$ cat src/rtl/rv32_pkg.sv
// rtl/rv32_pkg.sv - shared RV32 opcode classes, forwarding encodings and hazard scoreboard types
package rv32_pkg;

    // Opcode bits [6:2]
    localparam logic [4:0] OP_R      = 5'b01100;
    localparam logic [4:0] OP_IMM    = 5'b00100;
    localparam logic [4:0] OP_LOAD   = 5'b00000;
    localparam logic [4:0] OP_STORE  = 5'b01000;
    localparam logic [4:0] OP_BRANCH = 5'b11000;
    localparam logic [4:0] OP_JAL    = 5'b11011;
    localparam logic [4:0] OP_JALR   = 5'b11001;
    localparam logic [4:0] OP_LUI    = 5'b01101;
    localparam logic [4:0] OP_AUIPC  = 5'b00101;

    localparam logic [1:0] FWD_RF    = 2'b00;
    localparam logic [1:0] FWD_EXMEM = 2'b10;
    localparam logic [1:0] FWD_MEMWB = 2'b11;

    typedef struct packed {
        logic       valid;
        logic [4:0] rd;
        logic       wr;
        logic       is_load;
        logic       is_store;
    } sb_entry_t;

    localparam sb_entry_t SB_BUBBLE = '0;

    typedef enum logic {
        ST_RUN,
        ST_MEMWAIT
    } hz_state_t;

    // EX beats MEM; wr is already cleared for rd == x0, so x0 never forwards
    function automatic logic [1:0] fwd_sel(input logic use_rs, input logic [4:0] rs,
                                           input sb_entry_t ex, input sb_entry_t mem);
        logic [1:0] sel;
        sel = FWD_RF;
        if (use_rs && ex.valid && ex.wr && (ex.rd == rs)) begin
            sel = FWD_EXMEM;
        end else if (use_rs && mem.valid && mem.wr && (mem.rd == rs)) begin
            sel = FWD_MEMWB;
        end
        return sel;
    endfunction

endpackage

$ cat src/rtl/hazard_ctrl_if.sv
// rtl/hazard_ctrl_if.sv - pipeline-side signal bundle of the hazard controller
interface hazard_ctrl_if #(parameter int CNT_W = 16);
    logic [31:0]      id_instr;
    logic             id_valid;
    logic             br_taken;
    logic             dmem_ready;
    logic             pc_en;
    logic             ifid_en;
    logic             idex_en;
    logic             exmem_en;
    logic             memwb_en;
    logic             ifid_flush;
    logic             idex_flush;
    logic             stall;
    logic [1:0]       fwd_a;
    logic [1:0]       fwd_b;
    logic [CNT_W-1:0] stall_cnt;

    modport master (
        output id_instr, id_valid, br_taken, dmem_ready,
        input  pc_en, ifid_en, idex_en, exmem_en, memwb_en,
        input  ifid_flush, idex_flush, stall, fwd_a, fwd_b, stall_cnt
    );

    modport slave (
        input  id_instr, id_valid, br_taken, dmem_ready,
        output pc_en, ifid_en, idex_en, exmem_en, memwb_en,
        output ifid_flush, idex_flush, stall, fwd_a, fwd_b, stall_cnt
    );
endinterface

$ cat src/rtl/hz_classify.sv
// rtl/hz_classify.sv - decode of the ID instruction into register-use and class flags
module hz_classify
    import rv32_pkg::*;
(
    input  logic [31:0] instr,
    input  logic        valid,
    output logic        known,
    output logic        uses_rs1,
    output logic        uses_rs2,
    output logic        wr,
    output logic        is_load,
    output logic        is_store,
    output logic [4:0]  rs1,
    output logic [4:0]  rs2,
    output logic [4:0]  rd
);
    logic [4:0] opcode;
    logic       writes;
    logic       unused_bits;

    assign opcode      = instr[6:2];
    assign rs1         = instr[19:15];
    assign rs2         = instr[24:20];
    assign rd          = instr[11:7];
    assign unused_bits = ^{instr[31:25], instr[14:12], instr[1:0]};

    // Opcode class table; unknown opcodes and bubbles decode to nothing
    always_comb begin
        known    = 1'b0;
        uses_rs1 = 1'b0;
        uses_rs2 = 1'b0;
        writes   = 1'b0;
        is_load  = 1'b0;
        is_store = 1'b0;
        if (valid) begin
            case (opcode)
                OP_R:      begin known = 1'b1; uses_rs1 = 1'b1; uses_rs2 = 1'b1; writes = 1'b1; end
                OP_STORE:  begin known = 1'b1; uses_rs1 = 1'b1; uses_rs2 = 1'b1; is_store = 1'b1; end
                OP_BRANCH: begin known = 1'b1; uses_rs1 = 1'b1; uses_rs2 = 1'b1; end
                OP_IMM:    begin known = 1'b1; uses_rs1 = 1'b1; writes = 1'b1; end
                OP_LOAD:   begin known = 1'b1; uses_rs1 = 1'b1; writes = 1'b1; is_load = 1'b1; end
                OP_JALR:   begin known = 1'b1; uses_rs1 = 1'b1; writes = 1'b1; end
                OP_LUI, OP_AUIPC, OP_JAL: begin known = 1'b1; writes = 1'b1; end
                default:   known = 1'b0;
            endcase
        end
    end

    assign wr = writes && (rd != 5'd0);
endmodule

$ cat src/rtl/hazard_ctrl.sv
// rtl/hazard_ctrl.sv - forwarding, load-use, flush and memory-freeze control for the 5-stage core
module hazard_ctrl
    import rv32_pkg::*;
#(
    parameter int CNT_W = 16
) (
    input  logic        clk,
    input  logic        rst_n,
    hazard_ctrl_if.slave hz
);
    logic       cls_known, cls_rs1, cls_rs2, cls_wr, cls_load, cls_store;
    logic [4:0] cls_rs1_idx, cls_rs2_idx, cls_rd;

    sb_entry_t  ex_q, mem_q, wb_q, id_entry;
    hz_state_t  state_q, state_d;
    logic [1:0] fwd_a_q, fwd_b_q, fwd_a_d, fwd_b_d;
    logic [CNT_W-1:0] cnt_q;

    logic load_use, mem_ls, freeze;
    logic pc_en, ifid_en, idex_en, exmem_en, memwb_en, ifid_flush, idex_flush, stall;
    logic unused_wb;

    hz_classify u_classify (
        .instr    (hz.id_instr),
        .valid    (hz.id_valid),
        .known    (cls_known),
        .uses_rs1 (cls_rs1),
        .uses_rs2 (cls_rs2),
        .wr       (cls_wr),
        .is_load  (cls_load),
        .is_store (cls_store),
        .rs1      (cls_rs1_idx),
        .rs2      (cls_rs2_idx),
        .rd       (cls_rd)
    );

    assign id_entry  = '{valid: cls_known, rd: cls_rd, wr: cls_wr, is_load: cls_load, is_store: cls_store};
    assign fwd_a_d   = fwd_sel(cls_rs1, cls_rs1_idx, ex_q, mem_q);
    assign fwd_b_d   = fwd_sel(cls_rs2, cls_rs2_idx, ex_q, mem_q);
    assign load_use  = ex_q.valid && ex_q.is_load && ex_q.wr &&
                       ((cls_rs1 && (cls_rs1_idx == ex_q.rd)) || (cls_rs2 && (cls_rs2_idx == ex_q.rd)));
    // The MEM entry is held during a freeze, so this stays true until memory answers
    assign mem_ls    = mem_q.valid && (mem_q.is_load || mem_q.is_store);
    assign freeze    = mem_ls && !hz.dmem_ready;
    assign unused_wb = ^wb_q;

    // FSM state register
    always_ff @(posedge clk) begin
        if (!rst_n) begin
            state_q <= ST_RUN;
        end else begin
            state_q <= state_d;
        end
    end

    // Next state and pipeline control: reset > freeze > flush > load-use > advance
    always_comb begin
        state_d    = state_q;
        pc_en      = 1'b1;
        ifid_en    = 1'b1;
        idex_en    = 1'b1;
        exmem_en   = 1'b1;
        memwb_en   = 1'b1;
        ifid_flush = 1'b0;
        idex_flush = 1'b0;
        stall      = 1'b0;
        case (state_q)
            ST_RUN:     if (freeze) state_d = ST_MEMWAIT;
            ST_MEMWAIT: if (hz.dmem_ready) state_d = ST_RUN;
            default:    state_d = ST_RUN;
        endcase
        if (!rst_n) begin
            {pc_en, ifid_en, idex_en, exmem_en, memwb_en} = 5'b0;
            ifid_flush = 1'b1;
            idex_flush = 1'b1;
        end else if (freeze) begin
            {pc_en, ifid_en, idex_en, exmem_en, memwb_en} = 5'b0;
            stall = 1'b1;
        end else if (hz.br_taken) begin
            ifid_flush = 1'b1;
            idex_flush = 1'b1;
        end else if (load_use) begin
            pc_en      = 1'b0;
            ifid_en    = 1'b0;
            idex_flush = 1'b1;
            stall      = 1'b1;
        end
    end

    // Scoreboard shift, registered forwarding selects and saturating stall counter
    always_ff @(posedge clk) begin
        if (!rst_n) begin
            ex_q    <= SB_BUBBLE;
            mem_q   <= SB_BUBBLE;
            wb_q    <= SB_BUBBLE;
            fwd_a_q <= FWD_RF;
            fwd_b_q <= FWD_RF;
            cnt_q   <= '0;
        end else begin
            if (stall && (cnt_q != '1)) begin
                cnt_q <= cnt_q + {{(CNT_W-1){1'b0}}, 1'b1};
            end
            if (!freeze) begin
                wb_q  <= mem_q;
                mem_q <= ex_q;
                ex_q  <= idex_flush ? SB_BUBBLE : id_entry;
            end
            if (idex_en) begin
                fwd_a_q <= fwd_a_d;
                fwd_b_q <= fwd_b_d;
            end
        end
    end

    assign hz.pc_en      = pc_en;
    assign hz.ifid_en    = ifid_en;
    assign hz.idex_en    = idex_en;
    assign hz.exmem_en   = exmem_en;
    assign hz.memwb_en   = memwb_en;
    assign hz.ifid_flush = ifid_flush;
    assign hz.idex_flush = idex_flush;
    assign hz.stall      = stall;
    assign hz.fwd_a      = fwd_a_q;
    assign hz.fwd_b      = fwd_b_q;
    assign hz.stall_cnt  = cnt_q;
endmodule

$ cat src/flat_wrapper.sv
// flat-port wrapper written by rule: the top's interface ports become plain ports
module hazard_ctrl_flat import rv32_pkg::*;
#(
    parameter int CNT_W = 16
)
  (clk, rst_n, hz_id_instr, hz_id_valid, hz_br_taken, hz_dmem_ready, hz_pc_en, hz_ifid_en, hz_idex_en, hz_exmem_en, hz_memwb_en, hz_ifid_flush, hz_idex_flush, hz_stall, hz_fwd_a, hz_fwd_b, hz_stall_cnt);
  hazard_ctrl_if #(.CNT_W(CNT_W)) hz_i ();
  input  logic clk;
  input  logic rst_n;
  input wire logic [$bits(hz_i.id_instr)-1:0] hz_id_instr;
  input wire logic [$bits(hz_i.id_valid)-1:0] hz_id_valid;
  input wire logic [$bits(hz_i.br_taken)-1:0] hz_br_taken;
  input wire logic [$bits(hz_i.dmem_ready)-1:0] hz_dmem_ready;
  output wire logic [$bits(hz_i.pc_en)-1:0] hz_pc_en;
  output wire logic [$bits(hz_i.ifid_en)-1:0] hz_ifid_en;
  output wire logic [$bits(hz_i.idex_en)-1:0] hz_idex_en;
  output wire logic [$bits(hz_i.exmem_en)-1:0] hz_exmem_en;
  output wire logic [$bits(hz_i.memwb_en)-1:0] hz_memwb_en;
  output wire logic [$bits(hz_i.ifid_flush)-1:0] hz_ifid_flush;
  output wire logic [$bits(hz_i.idex_flush)-1:0] hz_idex_flush;
  output wire logic [$bits(hz_i.stall)-1:0] hz_stall;
  output wire logic [$bits(hz_i.fwd_a)-1:0] hz_fwd_a;
  output wire logic [$bits(hz_i.fwd_b)-1:0] hz_fwd_b;
  output wire logic [$bits(hz_i.stall_cnt)-1:0] hz_stall_cnt;
  assign hz_i.id_instr = hz_id_instr;
  assign hz_i.id_valid = hz_id_valid;
  assign hz_i.br_taken = hz_br_taken;
  assign hz_i.dmem_ready = hz_dmem_ready;
  assign hz_pc_en = hz_i.pc_en;
  assign hz_ifid_en = hz_i.ifid_en;
  assign hz_idex_en = hz_i.idex_en;
  assign hz_exmem_en = hz_i.exmem_en;
  assign hz_memwb_en = hz_i.memwb_en;
  assign hz_ifid_flush = hz_i.ifid_flush;
  assign hz_idex_flush = hz_i.idex_flush;
  assign hz_stall = hz_i.stall;
  assign hz_fwd_a = hz_i.fwd_a;
  assign hz_fwd_b = hz_i.fwd_b;
  assign hz_stall_cnt = hz_i.stall_cnt;
  hazard_ctrl #(.CNT_W(CNT_W)) u_core (.clk(clk), .rst_n(rst_n), .hz(hz_i));
endmodule
$ cat config.mk
export PLATFORM = sky130hd
export DESIGN_NAME = hazard_ctrl_flat
export DESIGN_NICKNAME = d
export VERILOG_FILES = /design/src/rtl/rv32_pkg.sv /design/src/rtl/hazard_ctrl_if.sv /design/src/rtl/hz_classify.sv /design/src/rtl/hazard_ctrl.sv /design/src/flat_wrapper.sv
export SDC_FILE = /design/constraint.sdc
export NUM_CORES = 1
export LEC_CHECK = 0
export CORE_MARGIN = 4
export CORE_UTILIZATION = 42
export DETAILED_ROUTE_END_ITERATION = 8
export PLACE_DENSITY = 0.74
export SLEW_MARGIN = 15
export SYNTH_ARGS = -nofsm -noshare
export SYNTH_HDL_FRONTEND = slang
export SYNTH_SLANG_ARGS = --single-unit
export TNS_END_PERCENT = 1
$ cat constraint.sdc
create_clock -name clk -period 2.8 [get_ports clk]
set_input_delay 0.84 -clock clk [delete_from_list [all_inputs] [get_ports clk]]
set_output_delay 0.84 -clock clk [all_outputs]
set_load 0.05 [all_outputs]
==> summary.txt <==
Run status
  • Status: finished with violations
  • Failing checks: setup timing

Worst hold path
  • End of the worst hold path: u_core.mem_q[0]
  • WHS Path Cells: 2
  • Hold Path Origin: u_core.ex_q[0]
  • HP Class: reg -> reg

GRT
  • Overflow after GRT: 0
  • Pin count of the biggest net entering global routing: 48
  • Busiest grt layer: met2
  • GRT Total Usage: 20.5%
  • Met2 Resource Use GR: 35.2%
  • Initial antenna violation count: 0
  • Global-route wire length before repair: 10300 um
  • Grt met1 use: 24.3%
  • Vias in the first global route: 2247
  • Grt met3 use: 4.20%

Yosys
  • Post-synthesis instance total: 255
  • Post-synthesis sequential area ratio: 35.6%
  • Fraction of registers with async set/reset: 0%
  • Unique masters post-synth: 46
  • Synthesized Nets: 293
  • Yosys reg bits: 38
  • Area contributors post-synth: dfxtp_1, nand2_1, xnor2_1
  • Top_reg_cell synth: dfxtp_1
  • Number of synthesized flops with an enable pin: 0
  • Yosys warns: 0
  • Synthesized area per cell: 8.37 sq um
  • Top cell type's share of synthesized area: 35.6%
  • Mapped Area: 2130 sq um
  • Leading area contributor after synthesis: dfxtp_1

Worst setup path
  • R2r endpoint: u_core.hz.fwd_a[0]
  • Crit path kind: in -> out
  • CP peak stage delay: 0.30 ns
  • Slowest CP cell: nor4_4
  • RR Startpoint: u_core.ex_q[3]
  • Worst setup EP type: primary output
  • Slack of the worst reg-to-reg path: 0.26 ns
  • Delay-heaviest family, CP: simple AND/OR/NAND/NOR gates
  • Cell count of the worst reg-to-reg path: 16
  • Startpoint Class: input port
  • CP bufs+invs: 2
  • CP max FO: 2
  • Arrival time of the worst setup path: 2.23 ns
  • Worst Path Required: 1.96 ns
  • Crit-path cells: clkdlybuf4s15_1 -> xnor2_1 -> nand2_2 -> nor4_4 -> o21ai_2 -> o21a_4 -> buf_12

Detailed routing
  • Drt total wl: 6290 um
  • Initial DRC count: 88
  • Via count: 2261
  • Routed Antenna Nets: 0
  • Wire length per cell: 15.0 um
  • Via/cell ratio: 5.40
  • Drt pass-1 iters: 4
  • DRC viols: 0

Run
  • Max-cap viol count: 0

Power and ir drop
  • Total power: 1.14 mW
  • Worst vdd ir: 0.000188 V
  • Internal: 0.847 mW
  • Leak pwr: 1.32 nW
  • Flop pwr share: 48.2%
  • Clock power frac: 34.3%
  • Combinational fraction of design power: 17.5%
  • Net Sw Frac: 25.8%
  • Sw Pwr: 0.295 mW
  • Pwr Density: 342 nW/um^2

STA
  • Worst-margin pin slew: 0.769 ns
  • Max transition margin: 48.5%
  • Layout Skew: 0.00615 ns
  • Total negative slack: -1.19 ns
  • Final min period: 3.07 ns
  • Hold Vio Cnt, Final: 0
  • RSZ-0062 raised after global routing: yes
  • Crit share post-route: 109%
  • Final setup violating endpoints: 6
  • Achievable clock frequency: 0.326 GHz
  • Post-route setup slack: -0.265 ns
  • Slew Limit Fails: 0

Floorplan
  • I/O Pins: 65
  • Area of the die: 6290 sq um
  • Area of the core: 4820 sq um
  • Die width: 79.3 um
  • Initial core utilization: 44.3%
  • Die span in y: 79.3 um
  • Rows: 25

Cells and area
  • Most frequent cells in the layout: buf_4, nand2_1, dfxtp_1
  • Final core occ: 69.3%
  • Total inserted antenna cells: 0
  • Commonest non-fill, non-tap cell in the layout: buf_4
  • Layout cell share with drive strength beyond 1: 30.4%
  • Final net count: 389
  • Fillers: 384
  • Area Growth Syn to Fin: 56.4%

Clocking
  • Inserted Clock Buffers: 5
  • CTS root buffer: clkbuf_8
  • CTS tree: done
  • Clock tree buffer depth: 2
  • Worst-skew pair later-pin latency: 0.29 ns
  • Clk sinks: 38
  • Clock slew at reported path FFs: 0.07 ns
  • H-tree levels: 2

Placement
  • PortBufs: 52
  • DP HPWL: 4080 um
  • GPL Wtd Cong: 0.843
## metrics by stage
stage | instances | worst slack [ns] | hold WS [ns] | area [sq um]
4_1_cts | 417 | -0.271 | 0.481 | 3290
2_1_floorplan | 255 | -0.0967 | 0.441 | 2150
3_5_place_dp | 395 | -0.645 | 0.468 | 3010
6_report | 419 | -0.265 | 0.475 | 3340
3_3_place_gp | 395 | -0.629 | 0.456 | 3010
5_1_grt | 419 | -0.338 | 0.505 | 3340
## kinds of logic after synthesis
group	Yosys count	share of synthesized area (%)
buffers and inverters	19	3.93
flip-flops	38	35.6
AO/OA/AOI/OAI	50	17.7
XOR/XNOR	20	8.21
AND/OR/NAND/NOR	117	29.3
multiplexers	10	4.69
adder cells (fa/ha/maj)	1	0.586
## cell usage after synthesis, drive strengths merged (2+ instances only)
library cell / count
nand2: 42
dfxtp: 38
xnor2: 16
a21boi: 12
o21ai: 12
clkbuf: 10
mux2i: 10
nand3: 10
nand4: 9
nor2: 9
nand2b: 8
nor2b: 7
and3: 6
nor4: 6
a32oi: 5
inv: 5
o41ai: 5
buf: 4
nor3: 4
o21a: 4
o311ai: 4
xor2: 4
a21oi: 3
nand4b: 3
a22oi: 2
and2b: 2
and3b: 2
nor4b: 2
or4: 2
## layout make-up
cell class                      instances  area (sq um)  share of cell area, %
Tap cell                               67          83.8                   2.51
Timing Repair Buffer                  103           936                   28.0
Clock buffer                            7          86.3                   2.59
Multi-Input combinational cell        198          1450                   43.3
Clock inverter                          1          5.00                  0.150
Sequential cell                        38           761                   22.8
Inverter                                5          21.3                  0.637
## sequential cells by signal, indices dropped and copies added (netlist names)
signal and flops:
u_core.hz.fwd_a 2, u_core.hz.fwd_b 2, u_core.ex_q 9, u_core.hz.stall_cnt 16
u_core.mem_q 9
## power by group through the flow
stage | Sequential [mW] | Combinational (mW) | Clock, mW
finish | 0.550 | 0.200 | 0.392
global placement | 0.561 | 0.175 | 0
global route | 0.550 | 0.213 | 0.427
floorplan | 0.560 | 0.0797 | 0
CTS | 0.549 | 0.188 | 0.399
detailed placement | 0.561 | 0.177 | 0
## metal layers
| layer | vias up | share of wire, % |
|---|---|---|
| met1 | 1068 | 43 |
| met5 | - | 0 |
| met3 | 20 | 3.9 |
| met2 | 65 | 50 |
| met4 | 0 | 3.6 |
| li1 | 1108 | - |
## worst min-delay path, cell delays in order (launching register included)
cell	delay [ns]
dfxtp_1	0.32
nand2_1	0.05
a21boi_0	0.06
## worst max path at each step
stage / from / to / slack [ns] / depth (start not counted)
2_1_floorplan: hz_id_instr[3] / hz_pc_en / -0.1 / 6
3_3_place_gp: hz_id_instr[3] / hz_stall / -0.63 / 7
3_5_place_dp: hz_id_instr[3] / hz_stall / -0.64 / 7
4_1_cts: hz_id_instr[3] / hz_ifid_en / -0.27 / 7
5_1_grt: hz_id_instr[17] / hz_stall / -0.34 / 9
6_report: hz_id_instr[17] / hz_ifid_en / -0.27 / 7
## what timing repair did
action | in CTS | in global routing
hold buffers | 0 | 0
setup endpoints to repair | 29 | 11
gates resized for setup | 57 | 23
setup buffers | 14 | 2
pin swaps | 13 | 19
gates cloned | 0 | 0
Power figures use the tool's default switching activity.
